**src/rtl/dnn_classify_ctrl.sv**
```systemverilog
// dnn_classify_ctrl
//
// Runs one inference on the sigmoid/mu-law engine per host request. The
// sequence is: soft-reset the engine, start it, wait for done, then step the
// engine output selector over every class. The argmax class and its score are
// returned to the host over a valid/ack handshake.
//
// Optional feature:
//   DNN_CTRL_TIMEOUT_EN  adds a WAIT watchdog. After TIMEOUT_CYCLES cycles in
//                        WAIT without done, the controller returns
//                        res_err=1, res_digit=4'hF and res_score=0.
//                        Without it, WAIT never times out and res_err stays 0.
//
// Ports:
//   clk_i        clock, all state on the rising edge
//   rst_ni       asynchronous active-low reset
//   req_i        host request (level, sampled only in IDLE)
//   busy_o       high whenever the FSM is not in IDLE
//   res_valid_o  result available, held until res_ack_i
//   res_ack_i    host consumes the result (sampled only while res_valid_o=1)
//   res_digit_o  argmax class index (4'hF on timeout)
//   res_score_o  signed engine output at res_digit_o
//   res_err_o    watchdog expired for this result
//   eng_reset_o  engine soft-reset pulse
//   eng_start_o  engine start pulse
//   eng_done_i   engine completion (level or pulse)
//   eng_idx_o    engine output select
//   eng_out_i    selected engine output (combinational from eng_idx_o)
//
// state   | meaning
// IDLE    | waiting for req
// CLR     | engine soft reset requested (pulse appears the following cycle)
// START   | engine start requested (pulse appears the following cycle)
// WAIT    | waiting for eng_done (optionally guarded by the watchdog)
// SCAN    | stepping eng_idx over all classes and tracking the maximum
// RESULT  | res_valid high until res_ack
module dnn_classify_ctrl #(
    parameter int DATA_WIDTH     = 8,
    parameter int NUM_CLASSES    = 10,
    parameter int TIMEOUT_CYCLES = 65535
) (
    input  logic                         clk_i,
    input  logic                         rst_ni,
    input  logic                         req_i,
    output logic                         busy_o,
    output logic                         res_valid_o,
    input  logic                         res_ack_i,
    output logic [3:0]                   res_digit_o,
    output logic signed [DATA_WIDTH-1:0] res_score_o,
    output logic                         res_err_o,
    output logic                         eng_reset_o,
    output logic                         eng_start_o,
    input  logic                         eng_done_i,
    output logic [3:0]                   eng_idx_o,
    input  logic signed [DATA_WIDTH-1:0] eng_out_i
);

    typedef enum logic [2:0] {
        ST_IDLE,
        ST_CLR,
        ST_START,
        ST_WAIT,
        ST_SCAN,
        ST_RESULT
    } state_t;

    localparam logic [3:0] LAST_IDX = 4'(NUM_CLASSES - 1);

    state_t                         state_q, state_d;
    logic [3:0]                     idx_q, idx_d;
    logic [3:0]                     best_idx_q, best_idx_d;
    logic signed [DATA_WIDTH-1:0]   best_val_q, best_val_d;
    logic [3:0]                     res_digit_q, res_digit_d;
    logic signed [DATA_WIDTH-1:0]   res_score_q, res_score_d;
    logic                           res_err_q, res_err_d;
    logic                           busy_q, res_valid_q;
    logic                           eng_reset_q, eng_start_q;
    logic                           timeout_hit;

    logic                           take_new;
    logic [3:0]                     cand_idx;
    logic signed [DATA_WIDTH-1:0]   cand_val;

`ifdef DNN_CTRL_TIMEOUT_EN
    localparam int CNT_W = (TIMEOUT_CYCLES > 1) ? $clog2(TIMEOUT_CYCLES) : 1;

    logic [CNT_W-1:0] wait_cnt_q, wait_cnt_d;

    // Down-counter loaded while entering WAIT, so it reaches zero on the
    // last permitted WAIT cycle.
    always_comb begin
        wait_cnt_d = wait_cnt_q;
        if (state_q == ST_START) begin
            wait_cnt_d = CNT_W'(TIMEOUT_CYCLES - 1);
        end else if (state_q == ST_WAIT && wait_cnt_q != '0) begin
            wait_cnt_d = wait_cnt_q - CNT_W'(1);
        end
    end

    always_ff @(posedge clk_i or negedge rst_ni) begin
        if (!rst_ni) begin
            wait_cnt_q <= '0;
        end else begin
            wait_cnt_q <= wait_cnt_d;
        end
    end

    assign timeout_hit = (state_q == ST_WAIT) && (wait_cnt_q == '0);
`else
    logic unused_timeout;
    assign unused_timeout = (TIMEOUT_CYCLES != 0);
    assign timeout_hit    = 1'b0;
`endif

    // Index 0 always seeds the running best; afterwards only a strictly
    // greater value replaces it, so ties keep the lowest index.
    assign take_new = (idx_q == 4'd0) || (eng_out_i > best_val_q);
    assign cand_idx = take_new ? idx_q : best_idx_q;
    assign cand_val = take_new ? eng_out_i : best_val_q;

    always_comb begin
        state_d     = state_q;
        idx_d       = idx_q;
        best_idx_d  = best_idx_q;
        best_val_d  = best_val_q;
        res_digit_d = res_digit_q;
        res_score_d = res_score_q;
        res_err_d   = res_err_q;

        case (state_q)
            ST_IDLE: begin
                if (req_i) begin
                    state_d = ST_CLR;
                end
            end
            ST_CLR: begin
                state_d = ST_START;
            end
            ST_START: begin
                state_d = ST_WAIT;
            end
            ST_WAIT: begin
                // Done wins over a simultaneous watchdog expiry.
                if (eng_done_i) begin
                    state_d = ST_SCAN;
                    idx_d   = 4'd0;
                end else if (timeout_hit) begin
                    state_d     = ST_RESULT;
                    res_digit_d = 4'hF;
                    res_score_d = '0;
                    res_err_d   = 1'b1;
                end
            end
            ST_SCAN: begin
                best_idx_d = cand_idx;
                best_val_d = cand_val;
                if (idx_q == LAST_IDX) begin
                    state_d     = ST_RESULT;
                    idx_d       = 4'd0;
                    res_digit_d = cand_idx;
                    res_score_d = cand_val;
                    res_err_d   = 1'b0;
                end else begin
                    idx_d = idx_q + 4'd1;
                end
            end
            ST_RESULT: begin
                if (res_ack_i) begin
                    state_d = ST_IDLE;
                end
            end
            default: begin
                state_d = ST_IDLE;
            end
        endcase
    end

    // busy/res_valid follow the next state; the engine pulses follow the
    // current state, which places them one cycle after CLR/START is entered.
    always_ff @(posedge clk_i or negedge rst_ni) begin
        if (!rst_ni) begin
            state_q     <= ST_IDLE;
            idx_q       <= 4'd0;
            best_idx_q  <= 4'd0;
            best_val_q  <= '0;
            res_digit_q <= 4'd0;
            res_score_q <= '0;
            res_err_q   <= 1'b0;
            busy_q      <= 1'b0;
            res_valid_q <= 1'b0;
            eng_reset_q <= 1'b0;
            eng_start_q <= 1'b0;
        end else begin
            state_q     <= state_d;
            idx_q       <= idx_d;
            best_idx_q  <= best_idx_d;
            best_val_q  <= best_val_d;
            res_digit_q <= res_digit_d;
            res_score_q <= res_score_d;
            res_err_q   <= res_err_d;
            busy_q      <= (state_d != ST_IDLE);
            res_valid_q <= (state_d == ST_RESULT);
            eng_reset_q <= (state_q == ST_CLR);
            eng_start_q <= (state_q == ST_START);
        end
    end

    assign busy_o      = busy_q;
    assign res_valid_o = res_valid_q;
    assign res_digit_o = res_digit_q;
    assign res_score_o = res_score_q;
    assign res_err_o   = res_err_q;
    assign eng_reset_o = eng_reset_q;
    assign eng_start_o = eng_start_q;
    // idx_q is held at zero outside SCAN.
    assign eng_idx_o   = idx_q;

endmodule

```
**config.mk**
```make
export PLATFORM = sky130hd
export DESIGN_NAME = dnn_classify_ctrl
export DESIGN_NICKNAME = d
export VERILOG_FILES = /design/src/rtl/dnn_classify_ctrl.sv
export SDC_FILE = /design/constraint.sdc
export NUM_CORES = 1
export LEC_CHECK = 0
export BUFFER_PORTS_ARGS = -buffer_cell sky130_fd_sc_hd__buf_4
export CORE_ASPECT_RATIO = 1.4
export CORE_MARGIN = 10
export CORE_UTILIZATION = 30
export DETAILED_ROUTE_END_ITERATION = 8
export GPL_TIMING_DRIVEN = 0
export PLACE_DENSITY = 0.61
export SLEW_MARGIN = 20
export SYNTH_ARGS = -nofsm -noshare
export SYNTH_HDL_FRONTEND = slang
export SYNTH_SLANG_ARGS = --single-unit
export TNS_END_PERCENT = 10
```
**constraint.sdc**
```tcl
create_clock -name clk_i -period 2.4 [get_ports clk_i]
set_clock_uncertainty 0.15 [all_clocks]
set_input_delay 0.12 -clock clk_i [delete_from_list [all_inputs] [get_ports clk_i]]
set_output_delay 0.12 -clock clk_i [all_outputs]
set_load 0.01 [all_outputs]
```
==> key figures, run 1 <==
Run status
  • Outcome: finished, violations left
  • Failing checks: negative setup slack

Logic synthesis
  • Post-synthesis sequential area ratio: 44.3%
  • Synth top area cells: dfrtp_1 44%, ha_1 7.0%, mux2_4 6.1%
  • Netlist cell types: 42
  • Cell area after synthesis: 0.00198 sq mm
  • Most frequent cell after synthesis: dfrtp_1
  • Dominant cell type by area after synthesis: dfrtp_1
  • Syn_area_per_cell: 10.5 sq um
  • FF+latch count, synth: 35
  • Number of synthesized flops with an enable pin: 0
  • Warnings from Yosys: 0
  • Post-Syn Nets: 213
  • Area fraction of the dominant cell type after synthesis: 44.3%
  • Post-synth ARST share: 100%
  • Primary FF master, synth: dfrtp_1
  • Synth top cells by count: 35 x dfrtp_1, 18 x nor2_1, 14 x nand2_1, 13 x inv_1, 11 x ha_1
  • Cell count after synthesis: 189

Die
  • Core Area: 0.00630 sq mm
  • FP Rows: 34
  • Io pins: 34
  • Die width: 88.6 um
  • Initial Utilization: 31.4%
  • Die footprint: 0.0103 sq mm
  • Die height: 116 um

Clock tree
  • Clk buf depth: 2
  • Root Buffer: clkbuf_8
  • H-tree depth: 2
  • CTS sink cnt: 35
  • CTS tree: built
  • CTS clk-pin slew, worst paths: 0.08 ns
  • Worst-Skew Late Latency: 0.29 ns
  • Num CTS Buffers: 5

Global routing
  • Met2 GRT Util: 17.9%
  • Pin count of the biggest net entering global routing: 36
  • Initial antenna violation count: 0
  • GRT Overall Usage: 10.4%
  • Grt met1 use: 11.9%
  • Busiest grt layer: met2
  • Vias in the first global route: 1,717
  • Met3 usage: 3.16%
  • Total grt overflow: 0
  • First-pass GRT wire length: 8480 um

Detailed routing
  • Vias post-DR: 1,577
  • Final ANT Viol Nets: 0
  • 1st-pass router iterations: 4
  • DRT iter0 DRCs: 83
  • Vias per Instance: 4.99
  • Post-Route WL: 5020 um
  • Remaining DRCs: 0
  • Routed wire per std cell: 15.9 um

Final layout
  • Nets: 267
  • Diodes inserted: 0
  • Area growth syn-to-layout: 31.8%
  • Share of cells above drive strength 1: 31.1%
  • Final Core Density: 41.4%

Worst setup path
  • Startpoint types: primary input
  • Worst path required time: 2.43 ns
  • Worst EP arrival: 2.44 ns
  • Setup Crit Path Kind: primary input to flop
  • Reg2Reg Depth: 8
  • Critical path peak fanout: 5
  • CP Capture Type: flop

Power and ir drop
  • VDD IR max: 477 uV
  • PD cells: 1110 mW/mm^2
  • Leak: 0.00118 uW

STA
  • Final Hold Fails: 0
  • Fmax: 0.415 GHz
  • Setup TNS: -0.0330 ns
  • Slew HR: 66.8%
  • Final worst path period share: 100%
  • Setup violators final: 6
  • RSZ-0062 raised after global routing: yes
  • Min Hold Slack: 0.169 ns
  • Final Critical Period: 2.41 ns
  • Actual slew at the worst max-slew pin: 0.495 ns
  • Final WS setup: -0.00966 ns
  • Fin. max-slew vios: 0

Placement
  • HPWL after DPL: 3450 um
  • # port buffers: 32
  • Routability-driven placement congestion ratio: 0.768
  • DP Worst Slack: -0.0365 ns

Hold path
  • Worst min path class: primary input to async pin

Flow run
  • Maxcap violations: 0
## sequential cells by signal, indices dropped and copies added, names as in the netlist
register and count:
best_idx_q 4, best_val_q 8, busy_o 1, eng_idx_o 4
eng_reset_o 1, eng_start_o 1, res_digit_o 4, res_score_o 8
res_valid_o 1, state_q 3
## final cells by class
class / instances / area, sq um
flip-flops and latches: 35 / 876
well taps: 72 / 90.1
inverters: 14 / 52.6
multi-input cells: 129 / 1040
repair buffers: 47 / 387
clock inverters: 2 / 12.5
plain buffers: 11 / 76.3
clock buffers: 6 / 72.6
fillers: 638 / 3690
## critical path, cell delays in order
cell and delay (ns):
dlygate4sd3_1 0.53, buf_4 0.14, ha_1 0.29, nand2_1 0.10
a211oi_4 0.29, nor3_4 0.10, o31ai_4 0.35, buf_6 0.20
mux2_4 0.31
## where the power goes
group	internal, uW	leakage [uW]	switching (uW)	total (uW)
Sequential	804	0.000427	155	959
Combinational	710	0.000714	790	1500
Clock	203	0.0000412	222	425
## layer usage
metal  share of wire [%]  routed length, um
met4                 1.9                 96
met2                  52               2630
met1                  41               2050
met3                 4.8                241
met5                   0                  0
## path summary, 6_finish.rpt
kind / from / to / slack, ns
max reg2reg: best_val_q[5] / best_val_q[6] / 0.02
max in group asynchronous: rst_ni / res_score_o[0] / 1.61
min: rst_ni / best_val_q[4] / 0.17
min reg2reg: best_idx_q[3] / best_idx_q[3] / 0.36
min in group clk_i: best_idx_q[3] / best_idx_q[3] / 0.36
max: eng_out_i[2] / best_val_q[6] / -0.01
## cells by family after synthesis
logic type | Yosys count | synth area share, %
simple gates | 71 | 20.2
flops | 35 | 44.3
buf+inv | 25 | 6.14
mux | 10 | 7.22
fa+ha+maj | 11 | 6.96
compound gates | 35 | 14.6
other cells | 1 | 0.190
xor+xnor | 1 | 0.443
## placed cells by master (no fill, tap or decap), drive strengths merged, types with 2 or more instances in the layout
cell type / Yosys / layout
a211oi: 2 / 2
a21oi: 5 / 5
a311o: 9 / 9
a31oi: 2 / 2
a32o: 2 / 2
buf: 8 / 43
clkbuf: 3 / 9
dfrtp: 35 / 35
dlygate4sd3: 0 / 12
ha: 11 / 11
inv: 14 / 14
mux2: 10 / 10
nand2: 14 / 14
nand2b: 4 / 4
nand3b: 4 / 4
nand4: 2 / 2
nor2: 18 / 18
nor2b: 10 / 10
nor3: 11 / 11
nor3b: 2 / 2
o21ai: 5 / 5
o22ai: 3 / 3
o31ai: 2 / 2
## timing repair
action / 4_1_cts / 5_1_grt
resized for setup: 10 / 4
setup endpoints to repair: 16 / 19
pin swaps: 3 / 2
endpoints found under the hold margin: 54 / 0
cloned: 1 / 0
hold buffers: 12 / 0
setup buffers: 2 / 0
## stage by stage
| stage | instances | area (sq um) | total power, uW |
|---|---|---|---|
| detailed placement | 293 | 2310 | 2330 |
| floorplan | 189 | 1980 | 1900 |
| global route | 316 | 2610 | 3120 |
| finish | 316 | 2610 | 2880 |
| CTS | 316 | 2600 | 2890 |
| global placement | 293 | 2310 | 2310 |
No activity file was read; power rests on OpenSTA's default activity.
==> run 2, diff against run 1 <==
==> constraint.sdc (replaced) <==
create_clock -name clk_i -period 2.2 [get_ports clk_i]
set_clock_uncertainty 0.15 [all_clocks]
set_input_delay 0.11 -clock clk_i [delete_from_list [all_inputs] [get_ports clk_i]]
set_output_delay 0.11 -clock clk_i [all_outputs]
set_load 0.01 [all_outputs]
==> key figures, run 2 (synthesized netlist as in run 1, its figures left out) <==
Power and ir drop
  • Part of the power in combinational logic: 50.1% (-1.9 points)
  • Share of power burned in registers: 29.8% (-3.4 points)
  • Internal power: 2200 uW (+28%)
  • Clk network pwr share: 20.1% (+5.4 points)
  • Overall Power: 3520 uW (+22%)
  • Switch share: 37.5% (-2.9 points)
  • VDD IR max: 501 uV (+4.9%)
  • PD cells: 1280 mW/mm^2 (+16%)
  • Psw: 1320 uW (+13%)
  • Leak: 0.00123 uW (+4.3%)

Worst setup path
  • Setup Crit Path Kind: flop to flop
  • Reg2Reg Launch Point: best_val_q[5]
  • Startpoint types: flop
  • Worst Setup SP: best_val_q[5]
  • Critical path buffers and inverters: 2 (-1)
  • Worst path required time: 2.23 ns (-0.20 ns)
  • Critical-path top delay cell: dfrtp_1
  • Flop2flop setup slack: -0.16 ns (-0.18 ns)
  • RR Endpoint: best_val_q[6]
  • Slowest cell delay on critical path: 0.37 ns (-0.16 ns)
  • Cell breakdown of the critical path: inv_2 > ha_4 > nand4_4 > a211oi_4 > nor3_4 > o31ai_4 > buf_6 > mux2_4
  • Critical path peak fanout: 5 (unchanged)
  • Crit path depth: 8 (-1)
  • Reg2Reg Depth: 8 (unchanged)
  • Worst EP arrival: 2.40 ns (-0.04 ns)
  • CP Capture Type: flop
  • CP endpoint: best_val_q[6]
  • Critical path's top delay family: compound AO/OA/AOI/OAI gates

STA
  • Fin. max-slew vios: 0 (unchanged)
  • Final Hold Fails: 0 (unchanged)
  • Setup violators final: 18 (+12)
  • RSZ-0062 raised after global routing: yes
  • Fmax: 0.424 GHz
  • Final Critical Period: 2.36 ns
  • Final worst path period share: 107%
  • Actual slew at the worst max-slew pin: 0.546 ns (+0.0506 ns)
  • Slew HR: 63.5% (-3.4 points)
  • Final WS setup: -0.161 ns (-0.151 ns)

Die
  • Die width: 88.6 um (unchanged)
  • Initial Utilization: 31.4% (unchanged)
  • Die footprint: 0.0103 sq mm (unchanged)
  • FP Rows: 34 (unchanged)
  • Io pins: 34 (unchanged)
  • Core Area: 0.00630 sq mm (unchanged)
  • Die height: 116 um (unchanged)

Final layout
  • Non-filler instance count after layout: 319 (+0.95%)
  • Area growth syn-to-layout: 39.0%
  • Share of cells above drive strength 1: 36.0% (+4.9 points)
  • Most frequent cells in the layout: 40 x buf_4, 34 x dfrtp_1, 18 x nor2_1
  • Fin area: 0.00275 sq mm (+5.4%)
  • Diodes inserted: 0 (unchanged)
  • Nets: 270 (+1.1%)
  • Fill cells: 614 (-3.8%)
  • Final Core Density: 43.6% (+2.2 points)
  • Commonest non-fill, non-tap cell in the layout: buf_4

Detailed routing
  • Final ANT Viol Nets: 0 (unchanged)
  • Post-Route WL: 4980 um (-0.86%)
  • Routed wire per std cell: 15.6 um (-1.8%)
  • DRT iter0 DRCs: 69 (-17%)
  • Remaining DRCs: 0 (unchanged)
  • Vias post-DR: 1,581 (+0.25%)
  • Vias per Instance: 4.96 (-0.69%)
  • 1st-pass router iterations: 4 (unchanged)

Global routing
  • GRT Overall Usage: 10.4% (+0.020 points)
  • Total grt overflow: 0 (unchanged)
  • Pin count of the biggest net entering global routing: 36 (unchanged)
  • Initial antenna violation count: 0 (unchanged)
  • Vias in the first global route: 1,723 (+0.35%)
  • First-pass GRT wire length: 8310 um (-2.0%)

Clock tree
  • CTS sink cnt: 35 (unchanged)
  • CTS tree: built
  • Root Buffer: clkbuf_8
  • Worst-Skew Late Latency: 0.29 ns (about the same)
  • Num CTS Buffers: 5 (unchanged)
  • H-tree depth: 2 (unchanged)
  • CTS clk-pin slew, worst paths: 0.08 ns (about the same)
  • Clk buf depth: 2 (unchanged)

Run status
  • Failing checks: negative setup slack
  • Outcome: finished, violations left

Placement
  • DP Worst Slack: -0.227 ns (-0.190 ns)
  • Placed inst area: 0.00238 sq mm (+3.1%)
  • Routability-driven placement congestion ratio: 0.803 (+4.5%)
  • # port buffers: 32 (unchanged)
  • Post-Place Cells: 293 (unchanged)
  • HPWL after DPL: 3420 um (-0.96%)

Hold path
  • Worst min path class: primary input to async pin

Flow run
  • Maxcap violations: 0 (unchanged)
==> run 2: cell count changes in the layout (fill, tap and decap cells not counted), moves of 2 or more <==
cell / delta
buf_4: +4
mux2_4: +2
bufinv_16: +2
ha_1: -3
mux2_2: -2
a21oi_1: -2
ha_4: +3
a21oi_2: +2
clkbuf_1: -2
==> run 2: power groups by stage <==
stage                     logic (uW)  clock network (uW)  registers [uW]
after detailed placement        1600                   0            1050
after floorplan                 1100                   0            1070
after global routing            1940                 748            1080
final                           1760                 706            1050
after global placement          1580                   0            1050
after CTS                       1700                 719            1050
==> run 2: worst register-to-register path, stage by stage (launching register included) <==
cell	delay (ns)
dfrtp_1	0.37
inv_2	0.06
ha_4	0.28
nand4_4	0.16
a211oi_4	0.27
nor3_4	0.10
o31ai_4	0.36
buf_6	0.20
mux2_4	0.31
==> run 2: what timing repair did <==
item                       4_1_cts  5_1_grt
pin swaps                        3        3
hold buffers                    11        1
cloned                           1        0
setup endpoints to repair       24       24
hold endpoints to repair        54        2
setup buffers                    2        3
gates resized for setup         11        8
==> run 2: per-stage QoR <==
stage | hold slack [ns] | setup TNS, ns
2_1_floorplan | -0.336 | -0.137
3_3_place_gp | -0.0506 | -3.64
3_5_place_dp | -0.0495 | -3.73
4_1_cts | -0.0711 | -2.76
5_1_grt | 0.215 | -4.66
6_report | 0.164 | -2.11
==> run 2: layout make-up <==
class	instances	area [sq um]	share of cell area, %
buffer	11	76.3	2.78
sequential	35	877	31.9
tap	72	90.1	3.28
inverter	14	52.6	1.91
clock inverter	3	67.6	2.46
multi-input combinational	129	1110	40.3
clock buffer	5	68.8	2.50
timing repair buffer	50	409	14.9
==> run 2: worst min path at each step <==
stage	start	endpoint	slack (ns)	depth (start not counted)
CTS	eng_out_i[5]	best_val_q[5]	-0.07	2
detailed placement	rst_ni	res_score_o[3]	-0.05	1
global route	rst_ni	res_score_o[0]	0.21	2
floorplan	rst_ni	best_idx_q[0]	-0.34	0
global placement	rst_ni	res_score_o[3]	-0.05	1
finish	rst_ni	best_val_q[1]	0.16	2
==> run 2: metal layers <==
metal	part of all wire [%]	GRT usage, %	up-vias
met5	0	0	-
met4	1.9	4.54	0
met3	4.2	2.53	7
met2	52	18.4	27
met1	42	11.3	767
li1	-	-	780
